`src/rtl/cla_seq_wide_adder.sv`:
```
// cla_seq_wide_adder
//   Wide adder built from one shared 4-bit carry-look-ahead slice, stepped
//   one nibble per cycle from the least-significant end. The carry between
//   nibbles is held in a register.
//
//   state | meaning
//   ------+---------------------------------------------------------------
//   IDLE  | waiting for operands; in_ready high
//   RUN   | one nibble per cycle through the CLA slice
//   DONE  | result held; out_valid high until out_ready
//
// Ports
//   clk, rst_n          clock, asynchronous active-low reset
//   in_valid/in_ready   operand handshake (a, b, cin)
//   out_valid/out_ready result handshake (sum, cout, ovf)
//   busy                high while in RUN or DONE
module cla_seq_wide_adder #(
  parameter  int NIBBLES = 4,
  localparam int W       = 4 * NIBBLES
) (
  input  logic         clk,
  input  logic         rst_n,
  input  logic         in_valid,
  output logic         in_ready,
  input  logic [W-1:0] a,
  input  logic [W-1:0] b,
  input  logic         cin,
  output logic         out_valid,
  input  logic         out_ready,
  output logic [W-1:0] sum,
  output logic         cout,
  output logic         ovf,
  output logic         busy
);

  localparam int IW = (NIBBLES > 1) ? $clog2(NIBBLES) : 1;

  typedef enum logic [1:0] {
    IDLE = 2'd0,
    RUN  = 2'd1,
    DONE = 2'd2
  } state_t;

  state_t         state, state_next;
  logic [W-1:0]   op_a, op_b, sum_r;
  logic           carry, cout_r, ovf_r;
  logic [IW-1:0]  idx;

  logic [IW+1:0]  sh;
  logic [3:0]     na, nb, p, g, s;
  logic           c0, c1, c2, c3, c4;
  logic           last;
  logic [W-1:0]   sum_next;

  // CLA slice on the current nibble; bit offset of the nibble is idx*4.
  always_comb begin
    sh = {idx, 2'b00};
    na = 4'(op_a >> sh);
    nb = 4'(op_b >> sh);
    p  = na ^ nb;
    g  = na & nb;
    c0 = carry;
    c1 = g[0] | (p[0] & c0);
    c2 = g[1] | (p[1] & g[0]) | (p[1] & p[0] & c0);
    c3 = g[2] | (p[2] & g[1]) | (p[2] & p[1] & g[0]) | (p[2] & p[1] & p[0] & c0);
    c4 = g[3] | (p[3] & g[2]) | (p[3] & p[2] & g[1]) | (p[3] & p[2] & p[1] & g[0])
       | (p[3] & p[2] & p[1] & p[0] & c0);
    s  = p ^ {c3, c2, c1, c0};
    last = (idx == IW'(NIBBLES - 1));
    // Merge the slice result into its nibble of the running sum.
    sum_next = (sum_r & ~(W'(4'hF) << sh)) | (W'(s) << sh);
  end

  always_ff @(posedge clk or negedge rst_n) begin
    if (!rst_n) state <= IDLE;
    else        state <= state_next;
  end

  always_comb begin
    state_next = state;
    case (state)
      IDLE:    if (in_valid)  state_next = RUN;
      RUN:     if (last)      state_next = DONE;
      DONE:    if (out_ready) state_next = IDLE;
      default:                state_next = IDLE;
    endcase
  end

  always_ff @(posedge clk or negedge rst_n) begin
    if (!rst_n) begin
      op_a   <= '0;
      op_b   <= '0;
      carry  <= 1'b0;
      idx    <= '0;
      sum_r  <= '0;
      cout_r <= 1'b0;
      ovf_r  <= 1'b0;
    end else begin
      case (state)
        IDLE: begin
          if (in_valid) begin
            op_a   <= a;
            op_b   <= b;
            carry  <= cin;
            idx    <= '0;
            sum_r  <= '0;
            cout_r <= 1'b0;
            ovf_r  <= 1'b0;
          end
        end
        RUN: begin
          sum_r <= sum_next;
          carry <= c4;
          if (last) begin
            idx    <= '0;
            cout_r <= c4;
            // carry into MSB xor carry out of MSB
            ovf_r  <= c3 ^ c4;
          end else begin
            idx <= idx + IW'(1);
          end
        end
        default: ;
      endcase
    end
  end

  assign in_ready  = (state == IDLE);
  assign out_valid = (state == DONE);
  assign busy      = (state != IDLE);
  assign sum       = sum_r;
  assign cout      = cout_r;
  assign ovf       = ovf_r;

endmodule

```
`config.mk`:
```
export PLATFORM = sky130hd
export DESIGN_NAME = cla_seq_wide_adder
export DESIGN_NICKNAME = d
export VERILOG_FILES = /design/src/rtl/cla_seq_wide_adder.sv
export SDC_FILE = /design/constraint.sdc
export NUM_CORES = 1
export LEC_CHECK = 0
export CORE_ASPECT_RATIO = 1.1
export CORE_MARGIN = 5
export CORE_UTILIZATION = 55
export DETAILED_ROUTE_END_ITERATION = 8
export PLACE_DENSITY = 0.91
export SLEW_MARGIN = 5
export SYNTH_ARGS = -nofsm -noshare
export SYNTH_HDL_FRONTEND = slang
export SYNTH_SLANG_ARGS = --single-unit
```
`constraint.sdc`:
```
create_clock -name clk -period 5.19 [get_ports clk]
set_input_delay 0.7785 -clock clk [delete_from_list [all_inputs] [get_ports clk]]
set_output_delay 0.7785 -clock clk [all_outputs]
set_load 0.01 [all_outputs]
```
### Yosys cells after proc, flatten, opt, wreduce, memory -nomap -nowiden

Cells that the tools add are included.

| cells by class | value |
|---|---|
| $add $sub $neg | 1 |
| eq/ne operators | 6 |
| shifts and indexed selects | 4 |
| muxes and demuxes | 16 |
| bitwise operators | 33 |
| reductions and logical operators | 7 |

Operators with widths:

| operator | count |
|---|---|
| $pmux W16 S2 | 1 |
| $shr A16 B4 Y4 | 2 |
| $and A1 B1 Y1 | 16 |
| $and A16 B16 Y16 | 1 |
| $mux W16 | 1 |
| $not A16 Y16 | 1 |
| $or A16 B16 Y16 | 1 |
| $shl A4 B4 Y16 | 1 |
| $shl A4 B4 Y16 const A | 1 |
| $mux W2 | 5 |
| $or A1 B1 Y1 | 10 |
| $xor A4 B4 Y4 | 2 |
| $pmux W1 S2 | 3 |
| $pmux W2 S3 | 1 |
| $reduce_and A3 Y1 | 2 |
| $and A4 B4 Y4 | 1 |
| $eq A2 B2 Y1 const B | 2 |
| $mux W1 | 4 |
| $ne A2 B2 Y1 const B | 2 |
| $pmux W2 S2 | 1 |
| $reduce_and A2 Y1 | 2 |
| $reduce_bool A2 Y1 | 2 |
| $add A2 B1 Y2 const B | 1 |
| $eq A2 B1 Y1 const B | 1 |
| 3 further kinds | 3 |

| word-level totals | value |
|---|---|
| register bits | 55 |
| input bits | 37 |
| output and inout bits | 21 |
| word-level logic and storage cells | 75 |

### Depth between registers and ports, before layout

| logic depth | value |
|---|---|
| depth after elaboration | 10 |
| depth in mapped cells | 7 |
| gate-level depth less buffers | 6 |

### Worst setup path after synthesis

OpenSTA, ideal clock, no wires.

| timing | value |
|---|---|
| path kind | reg2reg |
| start point | reg idx[0] |
| end point | reg cout_r, in the netlist cout |
| library setup time | 0.128 ns |
| data arrival time | 2.401 ns |
| required time | 5.062 ns |
| slack | 2.662 ns |
| stages on the path, launching flop included | 8 |
| buffers on the path | 1 |
| period minus slack after synthesis | 2.528 ns |
| cell sequence | dfrtp_1 > buf_2 > mux4_2 > ha_1 > a41oi_1 > o21ai_2 > a31o_1 > mux2_1 |

| on the way | value |
|---|---|
| longest elaborated chain between the ends | 9 |
| elaborated cells on any way between the ends | 20 |
| classes of those cells | eq/ne: 2; shift: 2; mux: 2; bitwise: 13; reduce/logical: 1 |

RTL lines:

| what | RTL line | text |
|---|---|---|
| start: declaration | 47 | `logic [IW-1:0] idx;` |
| start signal: assignment | 120 | `idx <= idx + IW'(1);` |
| $shr A16 B4 Y4 (on tied branches) | 58, 59 |  |
| $xor A4 B4 Y4 or $and A4 B4 Y4 (tied branches) | 60, 61 |  |
| $and A1 B1 Y1 (on tied branches) | 66, 67 |  |
| $or A1 B1 Y1, or another cell as far along (2 in a row) | 66 | `c4 = g[3] \| (p[3] & g[2]) \| (p[3] & p[2] & g[1]) \| (p[3] & p[2] & p[1] & g[0])` |
| $or A1 B1 Y1 or $and A1 B1 Y1 (tied branches) | 66, 67 |  |
| $or A1 B1 Y1 | 67 | `\| (p[3] & p[2] & p[1] & p[0] & c0);` |
| $mux W1 | 114 | `if (last) begin` |
| $pmux W1 S2 | 99 | `case (state)` |
| end signal: assignment | 96 | `cout_r <= 1'b0;` |
| end signal: assignment | 107 | `cout_r <= 1'b0;` |
| end signal: assignment | 116 | `cout_r <= c4;` |
| end: declaration | 46 | `logic carry, cout_r, ovf_r;` |

Several ways; a longest one is shown, not always the timed one. The select of a mux whose other input is x is not followed.
A chain may end at the register's enable or synchronous reset.

### Worst setup path in the final report

Same ends and word-level chain as after synthesis.

==> flow_summary.html <==
<table>
<tr><th>Metric</th><th>Value</th></tr>
<tr><th colspan="2">Status</th></tr>
<tr><td>Run status</td><td>complete, no violations</td></tr>
<tr><th colspan="2">Routing</th></tr>
<tr><td>Drt pass-1 iters</td><td>4</td></tr>
<tr><td>Via count of the routed design</td><td>1685</td></tr>
<tr><td>DRT antenna net count</td><td>0</td></tr>
<tr><td>Total DRC errors in the routed layout</td><td>0</td></tr>
<tr><td>Via-to-Cell Ratio</td><td>5.73</td></tr>
<tr><td>Iteration-0 DRC Markers</td><td>114</td></tr>
<tr><td>Avg WL per Cell</td><td>17.6 um</td></tr>
<tr><td>Detailed-route wire length</td><td>5170 um</td></tr>
<tr><th colspan="2">STA</th></tr>
<tr><td>Count of endpoints failing hold in the final timing report</td><td>0</td></tr>
<tr><td>Achievable frequency</td><td>353 MHz</td></tr>
<tr><td>Transition time of the tightest slew-check pin</td><td>724 ps</td></tr>
<tr><td>Setup ws final</td><td>2360 ps</td></tr>
<tr><td>Final period utilization</td><td>0.546</td></tr>
<tr><td>Final slew viol count</td><td>0</td></tr>
<tr><td>RSZ-0062 raised after global routing</td><td>false</td></tr>
<tr><td>Final total negative setup slack</td><td>0 ps</td></tr>
<tr><td>Post-layout min period</td><td>2830 ps</td></tr>
<tr><td>Clock Skews</td><td>6.82 ps</td></tr>
<tr><td>Setup-violating endpoint count in the final report</td><td>0</td></tr>
<tr><td>Worst rel slew slack</td><td>0.517</td></tr>
<tr><th colspan="2">Yosys</th></tr>
<tr><td>EDFF count, synth</td><td>0</td></tr>
<tr><td>Area contributors post-synth</td><td>dfrtp_1, mux2_4, mux4_2, a22o_1, ha_1</td></tr>
<tr><td>Count of mapped cells out of synthesis</td><td>180</td></tr>
<tr><td>Yosys warning count</td><td>0</td></tr>
<tr><td>Fraction of registers with async set/reset</td><td>1.00</td></tr>
<tr><td>Cell variety after synth</td><td>37</td></tr>
<tr><td>Top cell type by total area after synthesis</td><td>dfrtp_1</td></tr>
<tr><td>Cell area after synthesis</td><td>0.00272 mm2</td></tr>
<tr><td>Synthesized net count</td><td>227</td></tr>
<tr><td>Share of the synthesized area in the top cell type</td><td>0.506</td></tr>
<tr><td>Syn_area_per_cell</td><td>15.1 um2</td></tr>
<tr><td>Register bit count reported by yosys</td><td>55</td></tr>
<tr><td>Sequential element share of the synthesized area</td><td>0.506</td></tr>
<tr><td>Flip-flop cell with the highest count after synthesis</td><td>dfrtp_1</td></tr>
<tr><th colspan="2">GRT</th></tr>
<tr><td>Number of antenna violations at the first check in global routing</td><td>0</td></tr>
<tr><td>Overall overflow remaining after global route</td><td>0</td></tr>
<tr><td>Pin count of the biggest net entering global routing</td><td>56</td></tr>
<tr><td>Vias in the first global route</td><td>1816</td></tr>
<tr><td>First-pass GRT wire length</td><td>8990 um</td></tr>
<tr><td>Total track usage</td><td>0.170</td></tr>
<tr><th colspan="2">Layout</th></tr>
<tr><td>Cell area after layout</td><td>0.00337 mm2</td></tr>
<tr><td>Signed area change from the synthesized netlist to the final layout</td><td>23.7%</td></tr>
<tr><td>Top library cells by usage in the layout, fill and taps aside</td><td>clkdlybuf4s50_1, dfrtp_1, mux2_4</td></tr>
<tr><td>Commonest non-fill, non-tap cell in the layout</td><td>clkdlybuf4s50_1</td></tr>
<tr><td>Post-layout instance count excluding filler cells</td><td>294</td></tr>
<tr><td>Share of post-route cells with drive strength above 1</td><td>0.235</td></tr>
<tr><td>Number of nets in the finished design</td><td>284</td></tr>
<tr><td>Number of diodes added for antenna fixing</td><td>0</td></tr>
<tr><th colspan="2">Floorplan</th></tr>
<tr><td>Die span in y</td><td>83.8 um</td></tr>
<tr><td>Horizontal die dimension</td><td>77.1 um</td></tr>
<tr><td>Starting density of the core</td><td>0.577</td></tr>
<tr><td>Area of the core region</td><td>0.00472 mm2</td></tr>
<tr><td>Standard-cell rows</td><td>26</td></tr>
<tr><td>Die Area</td><td>0.00645 mm2</td></tr>
<tr><td>Top Ports</td><td>58</td></tr>
<tr><th colspan="2">Setup path</th></tr>
<tr><td>Category of the worst setup path capture point</td><td>register</td></tr>
<tr><td>Worst EP required</td><td>5380 ps</td></tr>
<tr><td>Chain of cells forming the critical path</td><td>mux4_2 -&gt; ha_1 -&gt; a41oi_1 -&gt; o21ai_2 -&gt; a31o_1 -&gt; mux2_1</td></tr>
<tr><td>Maximum fanout along the worst path</td><td>15</td></tr>
<tr><td>Worst setup path category</td><td>register to register</td></tr>
<tr><td>Data arrival time of the critical path</td><td>3020 ps</td></tr>
<tr><td>Register-to-Register Path Depth</td><td>6</td></tr>
<tr><td>Stage delay of the slowest cell on the critical path</td><td>820 ps</td></tr>
<tr><td>Startpoint type of the worst setup path</td><td>register</td></tr>
<tr><td>Cell with the biggest individual delay on the critical path</td><td>dfrtp_1</td></tr>
<tr><th colspan="2">CTS</th></tr>
<tr><td>Worst-case clock buffer depth</td><td>2</td></tr>
<tr><td>Number of hold buffers added after CTS</td><td>0</td></tr>
<tr><td>Clock latency at the later pin of the worst-skew pair</td><td>310 ps</td></tr>
<tr><td>Postcts setup bufs</td><td>0</td></tr>
<tr><td>Total clock buffers created by CTS</td><td>5</td></tr>
<tr><td>CTS Root Buffer Type</td><td>clkbuf_8</td></tr>
<tr><td>Clock edge transition at the registers on the reported setup and hold paths</td><td>90 ps</td></tr>
<tr><td>Post-cts repair resize count</td><td>0</td></tr>
<tr><td>Total number of H-tree levels</td><td>2</td></tr>
<tr><td>TritonCTS clock tree</td><td>built</td></tr>
<tr><td>Total clock sinks</td><td>55</td></tr>
<tr><th colspan="2">Placement</th></tr>
<tr><td>Placement-stage cell area</td><td>0.00327 mm2</td></tr>
<tr><td>Worst slack at placement</td><td>2340 ps</td></tr>
<tr><td>Global placement routability congestion</td><td>0.776</td></tr>
<tr><td>Count of input and output buffers</td><td>57</td></tr>
<tr><td>Post-detailed-placement half-perimeter wirelength</td><td>3870 um</td></tr>
<tr><td>Placed Cells</td><td>286</td></tr>
<tr><th colspan="2">Min path</th></tr>
<tr><td>WHS Path Cells</td><td>2</td></tr>
<tr><td>Worst hold-check path type</td><td>register to register</td></tr>
<tr><th colspan="2">Run</th></tr>
<tr><td>Count of max-cap constraint violations</td><td>0</td></tr>
<tr><th colspan="2">Pwr</th></tr>
<tr><td>Pleak</td><td>1.52 nW</td></tr>
<tr><td>Pwr Density</td><td>697 mW/mm2</td></tr>
<tr><td>Maximum vdd ir drop</td><td>0.387 mV</td></tr>
</table>
-- sequential cells by signal (all words and copies together) (netlist names) --
name and flops:
op_b 16, state 2, c0 1, op_a 16
ovf 1, idx 2, sum 16, cout 1
-- worst max-delay path, delay by kind of cell (launching register included) --
family / cells / cell delay (ps)
flops: 1 / 820
fa+ha+maj: 1 / 380
compound gates: 3 / 640
mux: 2 / 870
-- cells by family (layout without fill, tap and decap cells) --
| family | after synthesis | in the layout | synth area share |
|---|---|---|---|
| DFF | 55 | 55 | 0.506 |
| muxes | 42 | 42 | 0.248 |
| AOI/OAI and AO/OA | 34 | 34 | 0.0989 |
| and+or+nand+nor | 21 | 21 | 0.0437 |
| buffers and inverters | 15 | 73 | 0.0451 |
| adders and majority gates | 10 | 10 | 0.0488 |
| xor gates and xnor gates | 3 | 3 | 0.00966 |
-- cell type report --
type	count	area, um2
Sequential cell	55	1380
Fill cell	328	1350
Multi-Input combinational cell	110	1220
Timing Repair Buffer	58	573
Clock buffer	6	82.6
Tap cell	56	70.1
Inverter	7	26.3
Clock inverter	2	16.3
-- path summary, 6_finish.rpt --
path / start / slack [ps] / to
max: idx[0] / 2360 / cout
min: ovf / 500 / ovf
max reg2reg: idx[0] / 2360 / cout
min reg2reg: ovf / 500 / ovf
max in group asynchronous: rst_n / 4160 / op_b[2]
min in group asynchronous: rst_n / 580 / state[1]
-- synthesized netlist by cell type, types with 2 or more instances --
master     n
a21o_1     5
mux2_4    30
a22o_1    17
buf_6      2
buf_2      2
buf_12     3
a21oi_1    3
nand2b_1   2
ha_1       9
nor3_1     3
inv_1      6
mux2_2     2
mux4_2     8
o21ai_0    2
nand2_1    9
dfrtp_1   55
xor2_1     2
-- metal layers --
layer | vias to the layer above | share of wire | track usage
met5 | - | 0 | 0
li1 | 778 | - | -
met4 | 0 | 0.0081 | 0.0359
met3 | 6 | 0.069 | 0.0410
met2 | 64 | 0.52 | 0.288
met1 | 837 | 0.41 | 0.221
-- report_power, final --
part | switching [W] | internal [W]
clock | 0.000134 | 0.000109
sequential | 0.000172 | 0.000623
combinational | 0.000587 | 0.000720
-- per-stage QoR --
stage,hold WS (ps),total power (W),util
global route,530,0.00251,0.714
floorplan,475,0.00177,-
finish,498,0.00235,0.714
CTS,500,0.00237,0.714
detailed placement,480,0.00211,0.693
global placement,476,0.00204,0.693
(Power assumes the default switching activity.)
